<file path="src/rtl/halt_result_writer.sv">
// halt_result_writer: after the core halts, dumps the captured result word as
// eight uppercase hex characters plus a pass/fail character into the display buffer.
module halt_result_writer #(
   parameter logic [5:0]  BASE_ADDR  = 6'd0,
   parameter logic [31:0] PASS_VALUE = 32'h00000315,
   parameter logic [7:0]  PASS_CHAR  = 8'h2B,
   parameter logic [7:0]  FAIL_CHAR  = 8'h2D
) (
   input  logic        i_clk,
   input  logic        i_srst_n,
   input  logic [5:0]  i_op_w,
   input  logic [31:0] i_result,
   input  logic        i_wr_ready,
   output logic        o_we,
   output logic [5:0]  o_write_addr,
   output logic [7:0]  o_write_data,
   output logic        o_busy,
   output logic        o_done,
   output logic        o_pass
);

   localparam logic [5:0] HALT_OP  = 6'b111111;
   localparam logic [3:0] LAST_IDX = 4'd8;

   typedef enum logic [1:0] {
      ST_IDLE  = 2'd0,
      ST_WRITE = 2'd1,
      ST_DONE  = 2'd2
   } state_t;

   state_t      r_state, w_state_next;
   logic [3:0]  r_idx, w_idx_next;
   logic [31:0] r_word, w_word_next;
   logic        r_pass, w_pass_next;
   logic        r_halt_d;

   logic        w_halt;
   logic        w_trigger;
   logic        w_writing;
   logic [4:0]  w_nib_lsb;
   logic [3:0]  w_nibble;
   logic [7:0]  w_hex_char;
   logic [7:0]  w_char;

   // Halt is level-sensitive on the opcode; only its rising edge starts a dump.
   assign w_halt    = (i_op_w == HALT_OP);
   assign w_trigger = w_halt & ~r_halt_d;
   assign w_writing = (r_state == ST_WRITE);

   // Digit idx 0 is the most significant nibble.
   assign w_nib_lsb  = 5'd28 - {r_idx[2:0], 2'b00};
   assign w_nibble   = r_word[w_nib_lsb +: 4];
   assign w_hex_char = (w_nibble < 4'd10) ? (8'h30 + {4'b0000, w_nibble})
                                          : (8'h37 + {4'b0000, w_nibble});
   assign w_char     = (r_idx == LAST_IDX) ? (r_pass ? PASS_CHAR : FAIL_CHAR) : w_hex_char;

   // Outputs are decoded purely from registered state, so a stalled write holds steady.
   assign o_we         = w_writing;
   assign o_write_addr = w_writing ? (BASE_ADDR + {2'b00, r_idx}) : 6'd0;
   assign o_write_data = w_writing ? w_char : 8'd0;
   assign o_busy       = w_writing;
   assign o_done       = (r_state == ST_DONE);
   assign o_pass       = r_pass & o_done;

   // Next-state logic: capture on trigger, advance one character per accepted write.
   always_comb begin
      w_state_next = r_state;
      w_idx_next   = r_idx;
      w_word_next  = r_word;
      w_pass_next  = r_pass;
      case (r_state)
         ST_IDLE, ST_DONE: begin
            if (w_trigger) begin
               w_word_next  = i_result;
               w_pass_next  = (i_result == PASS_VALUE);
               w_idx_next   = 4'd0;
               w_state_next = ST_WRITE;
            end
         end
         ST_WRITE: begin
            // Triggers are deliberately ignored here; nothing is queued.
            if (i_wr_ready) begin
               if (r_idx == LAST_IDX) begin
                  w_state_next = ST_DONE;
               end else begin
                  w_idx_next = r_idx + 4'd1;
               end
            end
         end
         default: begin
            w_state_next = ST_IDLE;
         end
      endcase
   end

   // State and capture registers; halt_d resets high so a halt held through reset is not an edge.
   always_ff @(posedge i_clk) begin
      if (!i_srst_n) begin
         r_state  <= ST_IDLE;
         r_idx    <= 4'd0;
         r_word   <= 32'd0;
         r_pass   <= 1'b0;
         r_halt_d <= 1'b1;
      end else begin
         r_state  <= w_state_next;
         r_idx    <= w_idx_next;
         r_word   <= w_word_next;
         r_pass   <= w_pass_next;
         r_halt_d <= w_halt;
      end
   end

endmodule
</file>
<file path="config.mk">
export PLATFORM = sky130hd
export DESIGN_NAME = halt_result_writer
export DESIGN_NICKNAME = d
export VERILOG_FILES = /design/src/rtl/halt_result_writer.sv
export SDC_FILE = /design/constraint.sdc
export NUM_CORES = 1
export LEC_CHECK = 0
export ABC_AREA = 1
export CAP_MARGIN = 15
export CORE_UTILIZATION = 53
export CTS_BUF_LIST = sky130_fd_sc_hd__clkbuf_8
export DETAILED_ROUTE_END_ITERATION = 8
export PLACE_DENSITY_LB_ADDON = 0.1
export SLEW_MARGIN = 20
export SYNTH_ARGS = -nofsm -noshare
export SYNTH_HDL_FRONTEND = slang
export SYNTH_SLANG_ARGS = --single-unit
</file>
<file path="constraint.sdc">
create_clock -name i_clk -period 3 [get_ports i_clk]
set_input_delay 0.3 -clock i_clk [delete_from_list [all_inputs] [get_ports i_clk]]
set_output_delay 0.3 -clock i_clk [all_outputs]
set_load 0.02 [all_outputs]
</file>
==> impl_metrics.env, run 1 <==
export IMPL_status="complete, no violations"
export IMPL_power_density_nw_per_um2=382
export IMPL_power_frac_clock_pct=40.7
export IMPL_worst_hold_startpoint="r_word[21]$_SDFFE_PN0P_"
export IMPL_dp_cells=414
export IMPL_vias=2168
export IMPL_path_cells="buf_4, a21oi_1, o21ai_0, nand2_1, o21ai_2, ha_1, inv_1, o21ai_2, nand2_1, inv_1, clkdlybuf4s50_1"
export IMPL_hold_path_depth=2
export IMPL_internal_power_mw=0.837
export IMPL_path_class="reg2out"
export IMPL_cp_top_family="buffers and inverters"
export IMPL_synth_common_cells="85 x nand2_1, 47 x inv_1, 40 x dfxtp_1, 27 x nand3_1, 24 x o21ai_0"
export IMPL_seqCellArea_um2=803
export IMPL_max_vdd_ir_drop_mv=0.387
export IMPL_die_area_um2=4350
export IMPL_h_tree_depth=2
export IMPL_cts_setup_buffers=0
export IMPL_ys_warnings_count=0
export IMPL_start_util_pct=57.0
export IMPL_cts_root_buf="clkbuf_8"
export IMPL_synthDistinctLibCells=27
export IMPL_cts_buffer_depth=2
export IMPL_leakage_nw=1.18
export IMPL_syn_area_um2=2170
export IMPL_cts_sinks=40
export IMPL_min_to="r_word[21]$_SDFFE_PN0P_"
export IMPL_drive_gt1_share_pct=9.89
export IMPL_fin_tns_setup_ns=0
export IMPL_maxSlewHeadroom_pct=66.8
export IMPL_cp_max_fo=17
export IMPL_portBuffers=55
export IMPL_die_h_um=65.9
export IMPL_yosysTopAreaCell="dfxtp_1"
export IMPL_grt_pass1_vias=2099
export IMPL_grt_pass1_wl_mm=8.87
export IMPL_grt_max_degree=22
export IMPL_top_layer="met4"
export IMPL_critPathBufInv=4
export IMPL_rsz0062_at_grt="no"
export IMPL_critPathSlowestCell="clkdlybuf4s50_1"
export IMPL_clock_latency_ns=0.30
export IMPL_place_gp_congestion=0.846
export IMPL_nNetsFinal=417
export IMPL_tightest_slew_ns=0.497
export IMPL_setup_violations=0
export IMPL_yosys_area_share_xor_xnor_pct=0.809
export IMPL_clock_skew_ns=0.00809
export IMPL_areaGrowthSynthToFinish_pct=29.5
export IMPL_hpwlAfterDp_mm=4.05
export IMPL_comb_power_share_pct=9.3
export IMPL_cp_arrival_ns=2.46
export IMPL_syn_area_per_cell_um2=6.71
export IMPL_dr_pass1_iters=4
export IMPL_multi_input_area_um2=1040
export IMPL_yosys_top_cells_area="dfxtp_1 37%, nand2_1 15%, inv_1 8.1%"
export IMPL_synth_flop_cell="dfxtp_1"
export IMPL_period_needed_ns=2.76
export IMPL_synth_edf_count=0
export IMPL_r2r_slack_ns=1.31
export IMPL_crit_path_end_kind="output port"
export IMPL_cts_tree="yes"
export IMPL_switching_share_pct=22.0
export IMPL_wl_met1_mm=2.31
export IMPL_synth_most_common_cell="nand2_1"
export IMPL_async_flop_share_pct=0
export IMPL_antenna_diode_count=0
export IMPL_synth_cells=323
export IMPL_io_pins=59
export IMPL_vias_per_cell=5.14
export IMPL_hp_class="reg2reg"
export IMPL_drcViolationCount=0
export IMPL_period_share_pct=92.0
export IMPL_muxShareOfSynthArea_pct=0
export IMPL_wl_met3_um=324
export IMPL_synth_compound_area_share_pct=13.6
export IMPL_fillers=332
export IMPL_wl_met2_mm=2.54
export IMPL_wl_per_cell_um=12.4
export IMPL_cap_violations=0
export IMPL_post_cts_resized=0
export IMPL_postCtsHoldBufs=0
export IMPL_synthSimpleGateAreaFrac_pct=31.3
export IMPL_max_freq_mhz=362
export IMPL_p_seq_share_pct=49.9
export IMPL_wirelength_mm=5.23
export IMPL_antenna_found_initial=0
export IMPL_r2r_start="r_idx[1]$_SDFFE_PN0P_"
export IMPL_max_stage_delay_ns=0.59
export IMPL_synth_top_area_share_pct=37.0
export IMPL_ys_seq_area_share_pct=37.0
export IMPL_slew_violations=0
export IMPL_grt_use_total_pct=26.6
export IMPL_drtIter0Drc=114
export IMPL_p_sw_mw=0.236
export IMPL_cts_buffers=5
export IMPL_die_w_um=65.9
export IMPL_std_cell_rows=22
export IMPL_crit_path_start_kind="flip-flop"
export IMPL_finalHoldViolCount=0
export IMPL_reg2reg_to="r_idx[2]$_SDFFE_PN0P_"
export IMPL_synth_top_family_by_area="simple AND/OR/NAND/NOR gates"
export IMPL_core_area_um2=3800
export IMPL_critPathRequiredTime_ns=2.70
export IMPL_ys_ff_latch=40
export IMPL_dpl_cell_area_um2=2690
export IMPL_synth_fa_ha_area_share_pct=1.73
export IMPL_grt_overflow=0
export IMPL_postRouteAntennaNets=0
export IMPL_worstRegToRegCells=10
export IMPL_final_cells=422
export IMPL_design_area_um2=2810
export IMPL_path_clk_slew_ns=0.08
power groups by stage:
stage	logic [mW]	clock network [mW]	registers [mW]
3_5_place_dp	0.0991	0	0.548
6_report	0.100	0.437	0.536
5_1_grt	0.110	0.466	0.536
4_1_cts	0.0996	0.441	0.536
2_1_floorplan	0.0392	0	0.547
3_3_place_gp	0.0982	0	0.548
per-layer routing:
metal	vias up	GRT usage, %
met1	981	32.4
li1	1111	-
met2	67	45.4
met3	9	5.86
met4	0	9.78
met5	-	0
placed cells by master (no fill, tap or decap), drive strengths merged:
cell	Yosys	layout
a21oi	11	11
buf	14	3
bufinv	0	1
clkbuf	3	5
clkdlybuf4s50	0	54
clkinv	0	1
clkinvlp	0	1
conb	1	3
dfxtp	40	40
dlymetal6s2s	0	1
ha	3	3
inv	57	57
nand2	91	91
nand3	29	29
nand4	3	3
nor2	20	20
nor3	2	2
nor4	5	5
o211ai	2	2
o21a	1	1
o21ai	31	31
o22ai	8	8
xor2	2	2
worst register-to-register path, delay by kind of cell (launching register included):
family | cells | cell delay [ns]
adder cells (fa/ha/maj) | 1 | 0.21
buffers and inverters | 3 | 0.28
XOR/XNOR | 1 | 0.19
flip-flops | 1 | 0.45
AND/OR/NAND/NOR | 5 | 0.45
cells by family after synthesis:
group	count (synthesis)
AND/OR/NAND/NOR	150
buffers and inverters	74
AO/OA/AOI/OAI	53
flip-flops	40
adder cells (fa/ha/maj)	3
XOR/XNOR	2
other	1
stage by stage:
stage	hold WS (ns)	setup slack (ns)	total power, mW	util, %
after global placement	0.468	0.476	0.646	70.7
after CTS	0.479	0.0794	1.08	73.6
after global routing	0.507	0.0563	1.11	73.8
final	0.478	0.240	1.07	73.8
after detailed placement	0.468	0.415	0.647	70.7
after floorplan	0.403	1.02	0.586	-
final cells by class:
class                      count  share of cell area, %
clock buffer                   5                   2.45
inverter                      57                   7.72
tap                           48                   2.14
sequential                    40                   28.6
timing repair buffer          58                   20.5
multi-input combinational    211                   37.0
clock inverter                 3                   1.52
how the worst max path moves through the flow:
stage	endpoint	startpoint	slack, ns	depth (start not counted)
after floorplan	o_write_data[2]	r_idx[1]$_SDFFE_PN0P_	1.02	14
after global placement	o_write_data[2]	r_idx[1]$_SDFFE_PN0P_	0.48	14
after detailed placement	o_write_data[2]	r_idx[0]$_SDFFE_PN0P_	0.41	13
after CTS	o_write_data[2]	r_idx[0]$_SDFFE_PN0P_	0.08	13
after global routing	o_write_data[4]	r_idx[0]$_SDFFE_PN0P_	0.06	11
final	o_write_data[4]	r_idx[0]$_SDFFE_PN0P_	0.24	11
registers in the layout, indices dropped and copies added (netlist names):
signal	flops
r_halt_d	1
r_pass	1
r_idx	4
r_state	2
r_word	32
Power figures use the tool's default switching activity.
==> run 2, diff against run 1 <==
- PLACE_DENSITY: unset -> 0.84
- PLACE_DENSITY_LB_ADDON: 0.1 -> unset
- clock period: 3 -> 3.44 ns (I/O delays scaled with it)
==> impl_metrics.env, run 2 (synthesis gave the netlist of run 1 again) <==
export IMPL_die_h_um=65.9
export IMPL_hpwlAfterDp_mm=4.01
export IMPL_areaGrowthSynthToFinish_pct=28.0
export IMPL_cts_sinks=40
export IMPL_vias_per_cell=5.17
export IMPL_clock_skew_ns=0.00273
export IMPL_std_cell_rows=22
export IMPL_cap_violations=0
export IMPL_cp_arrival_ns=2.78
export IMPL_cp_startpoint="r_idx[0]$_SDFFE_PN0P_"
export IMPL_cp_max_fo=13
export IMPL_fin_tns_setup_ns=0
export IMPL_path_class="reg2out"
export IMPL_slew_violations=0
export IMPL_vias=2177
export IMPL_die_w_um=65.9
export IMPL_busiest_layer="met2"
export IMPL_nNetsFinal=416
export IMPL_cts_tree="yes"
export IMPL_grt_max_degree=26
export IMPL_portBuffers=55
export IMPL_grt_pass1_vias=2077
export IMPL_path_clk_slew_ns=0.07
export IMPL_endpoint="o_write_data[2]"
export IMPL_r2r_slack_ns=1.53
export IMPL_period_needed_ns=3.13
export IMPL_rsz0062_at_grt="no"
export IMPL_use_met1_pct=31.4
export IMPL_postRouteAntennaNets=0
export IMPL_regMostFlops="r_word"
export IMPL_period_share_pct=90.9
export IMPL_status="complete, no violations"
export IMPL_grt_overflow=0
export IMPL_worstRegToRegCells=10
export IMPL_power_density_nw_per_um2=316
export IMPL_grt_pass1_wl_mm=8.87
export IMPL_grt_use_total_pct=27.3
export IMPL_reg_largest_list="r_word: 32 flops, r_idx: 4 flops, r_state: 2 flops"
export IMPL_cts_buffer_depth=2
export IMPL_r2r_start="r_idx[0]$_SDFFE_PN0P_"
export IMPL_core_area_um2=3800
export IMPL_io_pins=59
export IMPL_critPathRequiredTime_ns=3.10
export IMPL_drcViolationCount=0
export IMPL_largest_reg_flops=32
export IMPL_critPathSlowestCell="clkdlybuf4s50_1"
export IMPL_max_vdd_ir_drop_mv=0.253
export IMPL_cts_buffers=5
export IMPL_max_stage_delay_ns=0.62
export IMPL_die_area_um2=4350
export IMPL_drive_gt1_share_pct=8.85
export IMPL_start_util_pct=57.0
export IMPL_antenna_diode_count=0
export IMPL_crit_path_start_kind="flip-flop"
export IMPL_crit_path_end_kind="output port"
export IMPL_drtIter0Drc=99
export IMPL_wirelength_mm=5.18
export IMPL_place_gp_congestion=0.827
export IMPL_hp_class="reg2reg"
export IMPL_h_tree_depth=2
export IMPL_final_cells=421
export IMPL_tightest_slew_ns=0.590
export IMPL_mostFrequentLayoutCell="nand2_1"
export IMPL_gr_usage_met2_pct=46.2
export IMPL_post_cts_resized=0
export IMPL_dp_cells=413
export IMPL_cts_setup_buffers=0
export IMPL_grt_met3_usage_pct=8.79
export IMPL_maxSlewHeadroom_pct=60.6
export IMPL_antenna_found_initial=0
export IMPL_final_cell_mix="85 x nand2_1, 55 x clkdlybuf4s50_1, 48 x inv_1"
export IMPL_max_freq_mhz=320
export IMPL_clock_latency_ns=0.30
export IMPL_path_cells="buf_4, a21oi_1, o21ai_0, nand2_1, o21ai_2, ha_1, inv_1, nand2_1, nand2_1, nand3_1, nand2_1, a21oi_1, clkdlybuf4s50_1"
export IMPL_reg2reg_to="r_idx[1]$_SDFFE_PN0P_"
export IMPL_setup_violations=0
export IMPL_leakage_nw=1.15
export IMPL_wl_per_cell_um=12.3
export IMPL_cts_root_buf="clkbuf_8"
export IMPL_finalHoldViolCount=0
export IMPL_postCtsHoldBufs=0
export IMPL_dr_pass1_iters=4
export IMPL_worst_path_most_repeated_cell="nand2_1"
run 2: per-stage QoR:
step	area (µm²)	setup slack, ns	hold slack, ns	utilization (%)	power (mW)
floorplan	2170	1.42	0.440	-	0.511
global placement	2680	0.771	0.465	70.5	0.564
detailed placement	2680	0.683	0.473	70.5	0.565
CTS	2770	0.348	0.484	73.0	0.882
global route	2770	0.0852	0.512	73.0	0.916
finish	2770	0.314	0.482	73.0	0.876
run 2: per-layer routing:
metal / vias up / share of wire (%)
li1: 1118 / -
met2: 55 / 48
met4: 0 / 1.6
met1: 995 / 44
met3: 9 / 5.8
met5: - / 0
run 2: area by class of cell:
cell class,instances,area [µm²]
repair buffers,57,566
inverters,57,214
fillers,348,1030
clock inverters,2,11.3
multi-input cells,211,1040
clock buffers,6,82.6
well taps,48,60.1
flip-flops and latches,40,801
run 2: power by group:
part	switching [mW]	internal (mW)	leakage [nW]
Combinational	0.0373	0.0498	0.781
Clock	0.162	0.160	0.0486
Sequential	0.00202	0.465	0.323
run 2: critical path, delay by kind of cell (launching register included):
family / cells / cell delay (ns)
compound gates: 4 / 0.45
fa+ha+maj: 1 / 0.20
buf+inv: 3 / 0.93
flops: 1 / 0.57
simple gates: 5 / 0.31
run 2: worst min path at each step:
stage                       startpoint                      end  depth (start not counted)
6_report       r_word[18]$_SDFFE_PN0P_  r_word[18]$_SDFFE_PN0P_                          2
5_1_grt         r_word[9]$_SDFFE_PN0P_   r_word[9]$_SDFFE_PN0P_                          2
4_1_cts        r_word[18]$_SDFFE_PN0P_  r_word[18]$_SDFFE_PN0P_                          2
3_5_place_dp   r_word[18]$_SDFFE_PN0P_  r_word[18]$_SDFFE_PN0P_                          2
3_3_place_gp   r_word[12]$_SDFFE_PN0P_  r_word[12]$_SDFFE_PN0P_                          2
2_1_floorplan  r_word[10]$_SDFFE_PN0P_  r_word[10]$_SDFFE_PN0P_                          2
